==> config.mk <==
export PLATFORM = sky130hd
export DESIGN_NAME = spart_tx_flat
export DESIGN_NICKNAME = d
export VERILOG_FILES = /design/src/rtl/spart_tx_if.sv /design/src/rtl/spart_tx.sv /design/src/flat_wrapper.sv
export SDC_FILE = /design/constraint.sdc
export NUM_CORES = 1
export LEC_CHECK = 0
export ABC_AREA = 1
export CAP_MARGIN = 25
export CORE_MARGIN = 4
export CORE_UTILIZATION = 50
export CTS_CLUSTER_SIZE = 10
export DETAILED_ROUTE_END_ITERATION = 10
export PLACE_DENSITY = 0.73
export REMOVE_ABC_BUFFERS = 1
export SYNTH_ARGS = -nofsm -noshare
export SYNTH_HDL_FRONTEND = slang
export SYNTH_SLANG_ARGS = --single-unit
==> constraint.sdc <==
create_clock -name clk -period 2.08 [get_ports clk]
set_input_delay 0.416 -clock clk [delete_from_list [all_inputs] [get_ports clk]]
set_output_delay 0.416 -clock clk [all_outputs]
set_load 0.02 [all_outputs]
==> src/rtl/spart_tx_if.sv <==
// -----------------------------------------------------------------------------
// spart_tx_if
//
// Purpose: groups the processor-side transmit handshake of the SPART transmitter
// into one bundle.
//
// Signals:
//   tx_wr    write strobe, one clk cycle (master -> slave)
//   tx_data  byte to send, valid while tx_wr is high (master -> slave)
//   tbr      transmit buffer ready, holding register empty (slave -> master)
//   tx_busy  a frame is being shifted out (slave -> master)
//
// Modports:
//   master  processor / bus decode side
//   slave   spart_tx
// -----------------------------------------------------------------------------
interface spart_tx_if;
    logic       tx_wr;
    logic [7:0] tx_data;
    logic       tbr;
    logic       tx_busy;

    modport master (
        output tx_wr,
        output tx_data,
        input  tbr,
        input  tx_busy
    );

    modport slave (
        input  tx_wr,
        input  tx_data,
        output tbr,
        output tx_busy
    );
endinterface

==> src/rtl/spart_tx.sv <==
// -----------------------------------------------------------------------------
// spart_tx
//
// Purpose: transmit half of the SPART serial port. A one-entry holding register
// accepts bytes from the bus. A shifter sends them on txd as 8N1 frames:
// one start bit, eight data bits LSB first, one stop bit. One bit lasts
// OVS * (divisor + 1) clk cycles. When the next byte is already held at the
// end of a stop bit, the next start bit follows with no idle gap.
//
// Optional feature: define SPART_TX_PARITY_EN to insert an even-parity bit
// between the last data bit and the stop bit. Each frame is then 11 bits long.
//
// Parameters:
//   DIV_W  width of the baud divisor (default 16)
//   OVS    baud enables per bit (default 16; the bit counter is 4 bits wide)
//
// Ports:
//   clk      system clock
//   rst      asynchronous, active-high reset
//   bus      spart_tx_if.slave: tx_wr/tx_data in, tbr/tx_busy out
//   divisor  baud divisor; the baud enable fires every divisor+1 cycles
//   txd      registered serial output, idles high
// -----------------------------------------------------------------------------
module spart_tx #(
    parameter int DIV_W = 16,
    parameter int OVS   = 16
) (
    input  logic             clk,
    input  logic             rst,
    spart_tx_if.slave        bus,
    input  logic [DIV_W-1:0] divisor,
    output logic             txd
);

`ifdef SPART_TX_PARITY_EN
    typedef enum logic [2:0] {IDLE, START, DATA, PARITY, STOP} state_t;
`else
    typedef enum logic [1:0] {IDLE, START, DATA, STOP} state_t;
`endif

    localparam logic [3:0]       BIT_LAST = 4'(OVS - 1);
    localparam logic [DIV_W-1:0] BAUD_ONE = DIV_W'(1);

    state_t           state_q;
    logic [DIV_W-1:0] baud_cnt_q, baud_cnt_d;
    logic [3:0]       bit_cnt_q, bit_cnt_d;
    logic [2:0]       idx_q;
    logic [7:0]       shift_q;
    logic [7:0]       hold_q;
    logic             tbr_q;
    logic             busy_q;
    logic             txd_q;
`ifdef SPART_TX_PARITY_EN
    logic             parity_q;
`endif

    logic baud_en;
    logic bit_end;
    logic hold_full;
    logic wr_accept;
    logic start_frame;

    assign baud_en   = (baud_cnt_q == '0);
    assign bit_end   = baud_en && (bit_cnt_q == BIT_LAST);
    assign hold_full = ~tbr_q;
    // A write on the same edge as a holding-to-shifter transfer sees tbr_q==0
    // and is dropped.
    assign wr_accept = bus.tx_wr & tbr_q;
    // A frame starts from IDLE, or straight out of a finished stop bit.
    assign start_frame = hold_full &&
                         ((state_q == IDLE) || ((state_q == STOP) && bit_end));

    // Baud and bit counters. The baud counter is reloaded whenever a frame
    // starts, so the start bit is full length. divisor is sampled only at a
    // reload, so a change takes effect at the next reload.
    always_comb begin
        baud_cnt_d = baud_cnt_q - BAUD_ONE;
        if (start_frame || baud_en) begin
            baud_cnt_d = divisor;
        end

        bit_cnt_d = bit_cnt_q;
        if (start_frame || (state_q == IDLE) || bit_end) begin
            bit_cnt_d = '0;
        end else if (baud_en) begin
            bit_cnt_d = bit_cnt_q + 4'd1;
        end
    end

    always_ff @(posedge clk or posedge rst) begin
        if (rst) begin
            baud_cnt_q <= '0;
            bit_cnt_q  <= '0;
        end else begin
            baud_cnt_q <= baud_cnt_d;
            bit_cnt_q  <= bit_cnt_d;
        end
    end

    // Holding register capture.
    always_ff @(posedge clk or posedge rst) begin
        if (rst) begin
            hold_q <= '0;
        end else if (wr_accept) begin
            hold_q <= bus.tx_data;
        end
    end

    // Frame state machine. txd, tx_busy and tbr are registered here. Each
    // output takes the value of the state being entered.
    always_ff @(posedge clk or posedge rst) begin
        if (rst) begin
            state_q  <= IDLE;
            idx_q    <= '0;
            shift_q  <= '0;
            tbr_q    <= 1'b1;
            busy_q   <= 1'b0;
            txd_q    <= 1'b1;
`ifdef SPART_TX_PARITY_EN
            parity_q <= 1'b0;
`endif
        end else begin
            if (wr_accept) begin
                tbr_q <= 1'b0;
            end

            // Holding -> shifter transfer; shared by IDLE and the end of STOP.
            if (start_frame) begin
                shift_q  <= hold_q;
                tbr_q    <= 1'b1;
                state_q  <= START;
                busy_q   <= 1'b1;
                txd_q    <= 1'b0;
`ifdef SPART_TX_PARITY_EN
                parity_q <= ^hold_q;
`endif
            end else begin
                case (state_q)
                    IDLE: begin
                        txd_q  <= 1'b1;
                        busy_q <= 1'b0;
                    end
                    START: begin
                        if (bit_end) begin
                            state_q <= DATA;
                            idx_q   <= '0;
                            txd_q   <= shift_q[0];
                        end
                    end
                    DATA: begin
                        if (bit_end) begin
                            shift_q <= {1'b0, shift_q[7:1]};
                            idx_q   <= idx_q + 3'd1;
                            if (idx_q == 3'd7) begin
`ifdef SPART_TX_PARITY_EN
                                state_q <= PARITY;
                                txd_q   <= parity_q;
`else
                                state_q <= STOP;
                                txd_q   <= 1'b1;
`endif
                            end else begin
                                // The next data bit is the one about to shift into bit 0.
                                txd_q <= shift_q[1];
                            end
                        end
                    end
`ifdef SPART_TX_PARITY_EN
                    PARITY: begin
                        if (bit_end) begin
                            state_q <= STOP;
                            txd_q   <= 1'b1;
                        end
                    end
`endif
                    STOP: begin
                        // A full holding register is handled by start_frame above.
                        if (bit_end) begin
                            state_q <= IDLE;
                            busy_q  <= 1'b0;
                            txd_q   <= 1'b1;
                        end
                    end
                    default: begin
                        state_q <= IDLE;
                        busy_q  <= 1'b0;
                        txd_q   <= 1'b1;
                    end
                endcase
            end
        end
    end

    assign bus.tbr     = tbr_q;
    assign bus.tx_busy = busy_q;
    assign txd         = txd_q;

endmodule

==> src/flat_wrapper.sv <==
// flat-port wrapper written by rule: the top's interface ports become plain ports
module spart_tx_flat 
#(
    parameter int DIV_W = 16,
    parameter int OVS   = 16
)
  (clk, rst, divisor, txd, bus_tx_wr, bus_tx_data, bus_tbr, bus_tx_busy);
  spart_tx_if bus_i ();
  input  logic clk;
  input  logic rst;
  input  logic [DIV_W-1:0] divisor;
  output logic txd;
  input wire logic [$bits(bus_i.tx_wr)-1:0] bus_tx_wr;
  input wire logic [$bits(bus_i.tx_data)-1:0] bus_tx_data;
  output wire logic [$bits(bus_i.tbr)-1:0] bus_tbr;
  output wire logic [$bits(bus_i.tx_busy)-1:0] bus_tx_busy;
  assign bus_i.tx_wr = bus_tx_wr;
  assign bus_i.tx_data = bus_tx_data;
  assign bus_tbr = bus_i.tbr;
  assign bus_tx_busy = bus_i.tx_busy;
  spart_tx #(.DIV_W(DIV_W), .OVS(OVS)) u_core (.clk(clk), .rst(rst), .bus(bus_i), .divisor(divisor), .txd(txd));
endmodule
==> impl_table.tex <==
\begin{tabular}{lr}
\hline
Metric & Value \\
\hline
\multicolumn{2}{l}{\textbf{Run status}} \\
Run status & complete, no violations \\
\multicolumn{2}{l}{\textbf{Timing}} \\
Worst-Margin Slew & between 0.4 and 0.5 ns \\
Total count of hold-check failures in the final report & 0 \\
Setup WS post-layout & 0.181 ns \\
Min Tclk post-route & about 1.9 ns \\
Setup TNS after final layout & 0 ns \\
Max-slew violation count & 0 \\
Setup repair after global routing missed its margin & false \\
Part of the cycle the worst path needs & 91.3\% \\
Normalized max-slew margin & 71.6\% \\
Peak clock frequency supported by timing & 527 MHz \\
Worst setup skew after layout & 0.00974 ns \\
Final number of setup-violating endpoints & 0 \\
\multicolumn{2}{l}{\textbf{Route}} \\
DRC violation total after the first TritonRoute iteration & between 100 and 150 \\
First-pass detailed-route iteration total & 4 \\
DRC & 0 \\
Average wire length per cell after detail routing & around 13 um \\
Overall via count from detail\_route & 1,914 \\
Post-detailed-route count of antenna-violating nets & 0 \\
Ratio of routed vias to standard cells & between 4 and 5 \\
Final wirelength & 4.85 mm \\
\multicolumn{2}{l}{\textbf{Logic synthesis}} \\
Post-synth EDFFs & 0 \\
Async set-reset flop share out of synthesis & 100\% \\
Avg Cell Area, Syn & between 9 and 10 um\^{}2 \\
Cell count after synthesis & 278 \\
Unique masters post-synth & 30 \\
Sequential share of the synthesized area & a little over two fifths \\
Count of synthesis-stage warnings from yosys & 0 \\
Predominant post-synthesis flop cell & sky130\_fd\_sc\_hd\_\_dfrtp\_1 \\
Number of synthesized register bits & 44 \\
Post-synthesis cell area & roughly 0.0025 mm\^{}2 \\
\multicolumn{2}{l}{\textbf{Floorplanning}} \\
Horizontal die dimension & between 70 and 80 um \\
Number of rows in the core area & 25 \\
Starting Density & between 50\% and 60\% \\
Top Ports & 30 \\
Height of the die & a little under 80 um \\
Core box area & around 0.0048 mm\^{}2 \\
Die area & approximately 0.0062 mm\^{}2 \\
\multicolumn{2}{l}{\textbf{Power and ir drop}} \\
Largest voltage drop on the vdd net & between 0.0006 and 0.0007 V \\
Leak & approximately 1.3 nW \\
Areal power density over the cells & 1380 mW/mm\^{}2 \\
\multicolumn{2}{l}{\textbf{Critical path}} \\
Kind of cell with the highest combined delay on the critical path & buffers and inverters \\
Slowest stage cell, crit path & sky130\_fd\_sc\_hd\_\_clkdlybuf4s50\_1 \\
Data required time at the worst endpoint & $\sim$1.7 ns \\
Buf+Inv Stages, Crit Path & 1 \\
Crit Path Class & reg -> out \\
Delay of the slowest critical-path stage & approximately 0.6 ns \\
Data arrival time of the critical path & 1.48 ns \\
Worst-path maximum fanout & 4 \\
Nature of the critical path startpoint & flop \\
Critical path cell sequence & clkdlybuf4s50\_1 \\
Endpoint type of the worst setup path & primary output \\
\multicolumn{2}{l}{\textbf{Finish}} \\
Final core utilization & 62.6\% \\
Number of diodes added for antenna fixing & 0 \\
\# fillers & between 400 and 500 \\
Fin area & around 0.003 mm\^{}2 \\
Fraction of layout instances using a drive strength above 1 & between 10\% and 20\% \\
Final \#Nets & about 350 \\
Area added between synthesis and finish & 18.9\% \\
Leading cell type in the layout, fill and taps excluded & sky130\_fd\_sc\_hd\_\_nand3\_1 \\
Commonest cells after routing, fill and taps aside & 43 x sky130\_fd\_sc\_hd\_\_nand3\_1, 42 x sky130\_fd\_sc\_hd\_\_nand2\_1, 42 x sky130\_fd\_sc\_hd\_\_dfrtp\_1, 29 x sky130\_fd\_sc\_hd\_\_clkdlybuf4s50\_1, 25 x sky130\_fd\_sc\_hd\_\_nor2\_1 \\
\multicolumn{2}{l}{\textbf{GRT}} \\
Largest net degree at the start of global routing & 45 \\
Vias in the first global route & slightly above 2k \\
Number of antenna violations at the first check in global routing & 0 \\
Global router's overall resource usage & between 15 and 20\% \\
Total congestion overflow after global routing & 0 \\
Wire length of the first global-routing pass & slightly below 9 mm \\
\multicolumn{2}{l}{\textbf{Placement}} \\
Routability congestion estimate & between 0.8 and 0.9 \\
Placed inst area & around 0.0029 mm\^{}2 \\
Port buffer count & 29 \\
Placed wire-length estimate after detailed placement & about 3.6 mm \\
DP Worst Slack & between 0.2 and 0.25 ns \\
\multicolumn{2}{l}{\textbf{Clock network}} \\
Number of gates given a new drive strength after cts & 0 \\
Clock tree from TritonCTS & yes \\
Number of clock sinks & 44 \\
Clock latency at the later pin of the worst-skew pair & $\sim$0.3 ns \\
Setup fix buffers added after clock tree synthesis & 0 \\
Number of buffers added to fix hold violations after cts & 0 \\
CTS H-tree lvls & 2 \\
Clock slew at reported path FFs & $\sim$0.090 ns \\
CTS Root Buffer Type & sky130\_fd\_sc\_hd\_\_clkbuf\_8 \\
CTS buffer count & 5 \\
Buffers from clock root to sink, at most & 2 \\
\multicolumn{2}{l}{\textbf{Min path}} \\
Type of the worst min-delay path & reg -> reg \\
\multicolumn{2}{l}{\textbf{Run}} \\
Number of max-capacitance violations reported & 0 \\
\hline
\end{tabular}
state kept, by name (all words and copies together), names as in the netlist:
signal	flops
u_core.baud_cnt_q	16
u_core.hold_q	8
u_core.shift_q	8
u_core.bit_cnt_q	4
u_core.idx_q	3
u_core.state_q	2
u_core.bus.tbr	1
u_core.bus.tx_busy	1
u_core.txd	1
kinds of logic after synthesis:
kind of cell | after synthesis | share of synthesized area [%]
AND/OR/NAND/NOR | 149 | 30.4
flip-flops | 44 | 43.8
buffers and inverters | 28 | 6.11
AO/OA/AOI/OAI | 24 | 6.01
XOR/XNOR | 16 | 5.57
adder cells (fa/ha/maj) | 10 | 4.97
multiplexers | 7 | 3.13
worst paths after layout:
path	start	end	slack [ns]	cells after the start
max	u_core.bus.tbr$_DFFE_PP1P_	bus_tbr	0.18	1
min	u_core.baud_cnt_q[0]$_DFF_PP0_	u_core.baud_cnt_q[0]$_DFF_PP0_	0.45	1
max reg2reg	u_core.baud_cnt_q[0]$_DFF_PP0_	u_core.bit_cnt_q[1]$_DFFE_PP0P_	0.20	13
min reg2reg	u_core.baud_cnt_q[0]$_DFF_PP0_	u_core.baud_cnt_q[0]$_DFF_PP0_	0.45	1
max in group asynchronous	rst	u_core.txd$_DFFE_PP1P_	1.34	3
min in group asynchronous	rst	u_core.idx_q[2]$_DFFE_PP0P_	0.48	3
final cells by class:
| type | count | area (um^2) | area share (%) |
|---|---|---|---|
| clock inverters | 2 | 15.0 | 0.501 |
| flip-flops and latches | 44 | 1100 | 36.9 |
| multi-input cells | 206 | 1260 | 42.1 |
| well taps | 67 | 83.8 | 2.80 |
| inverters | 23 | 86.3 | 2.88 |
| repair buffers | 37 | 363 | 12.1 |
| clock buffers | 6 | 82.6 | 2.76 |
where the power goes:
group	leakage (nW)	switching [mW]	internal [mW]
sequential	0.542	0.283	1.24
combinational	0.743	1.18	0.863
clock	0.0434	0.298	0.269
per-stage QoR:
stage / hold WS [ns] / cells / power, mW
floorplan: 0.427 / 273 / 3.00
global placement: 0.443 / 377 / 3.53
detailed placement: 0.445 / 377 / 3.59
CTS: 0.457 / 385 / 4.18
global route: 0.519 / 385 / 4.52
finish: 0.454 / 385 / 4.13
synth_stat cells, types with 2 or more instances:
master                     instances  area, um^2
sky130_fd_sc_hd__ha_1             10         125
sky130_fd_sc_hd__buf_12            2        40.0
sky130_fd_sc_hd__nand2_1          42         158
sky130_fd_sc_hd__nand3_1          43         215
sky130_fd_sc_hd__nor2_1           25        93.8
sky130_fd_sc_hd__dfrtp_1          42        1050
sky130_fd_sc_hd__nand4_1           4        25.0
sky130_fd_sc_hd__mux2_2            7        78.8
sky130_fd_sc_hd__inv_1            22        82.6
sky130_fd_sc_hd__o211ai_1          2        15.0
sky130_fd_sc_hd__o21ai_1           5        25.0
sky130_fd_sc_hd__xnor2_1           9        78.8
sky130_fd_sc_hd__nand2_8           2        40.0
sky130_fd_sc_hd__nor2_2            5        31.3
sky130_fd_sc_hd__nand2_2          16         100
sky130_fd_sc_hd__o21ai_0           7        35.0
sky130_fd_sc_hd__xor2_1            7        61.3
sky130_fd_sc_hd__o21ai_2           7        61.3
sky130_fd_sc_hd__buf_6             2        22.5
sky130_fd_sc_hd__dfstp_2           2        52.6
sky130_fd_sc_hd__nor2_4            3        33.8
sky130_fd_sc_hd__a21oi_1           3        15.0
sky130_fd_sc_hd__nor3_1            4        20.0
worst reg2reg max path, cell delays in order, from the launching register on:
cell and delay, ns:
sky130_fd_sc_hd__dfrtp_1 0.38, sky130_fd_sc_hd__inv_1 0.11, sky130_fd_sc_hd__ha_1 0.16, sky130_fd_sc_hd__inv_1 0.06
sky130_fd_sc_hd__nor2_1 0.08, sky130_fd_sc_hd__nand2_1 0.08, sky130_fd_sc_hd__nor2_4 0.13, sky130_fd_sc_hd__nand4_2 0.11
sky130_fd_sc_hd__nand2_4 0.15, sky130_fd_sc_hd__nand2_8 0.12, sky130_fd_sc_hd__nand2_8 0.16, sky130_fd_sc_hd__nor2_1 0.09
sky130_fd_sc_hd__nand2_1 0.06, sky130_fd_sc_hd__o21ai_0 0.08
metal layers:
layer / routed length [um] / vias up / global-route usage (%)
li1: - / 990 / -
met1: 2320 / 879 / 23.8
met2: 2270 / 37 / 28.9
met3: 180 / 8 / 3.40
met4: 74 / 0 / 6.70
met5: 0 / - / 0
No activity file was read; power rests on OpenSTA's default activity.
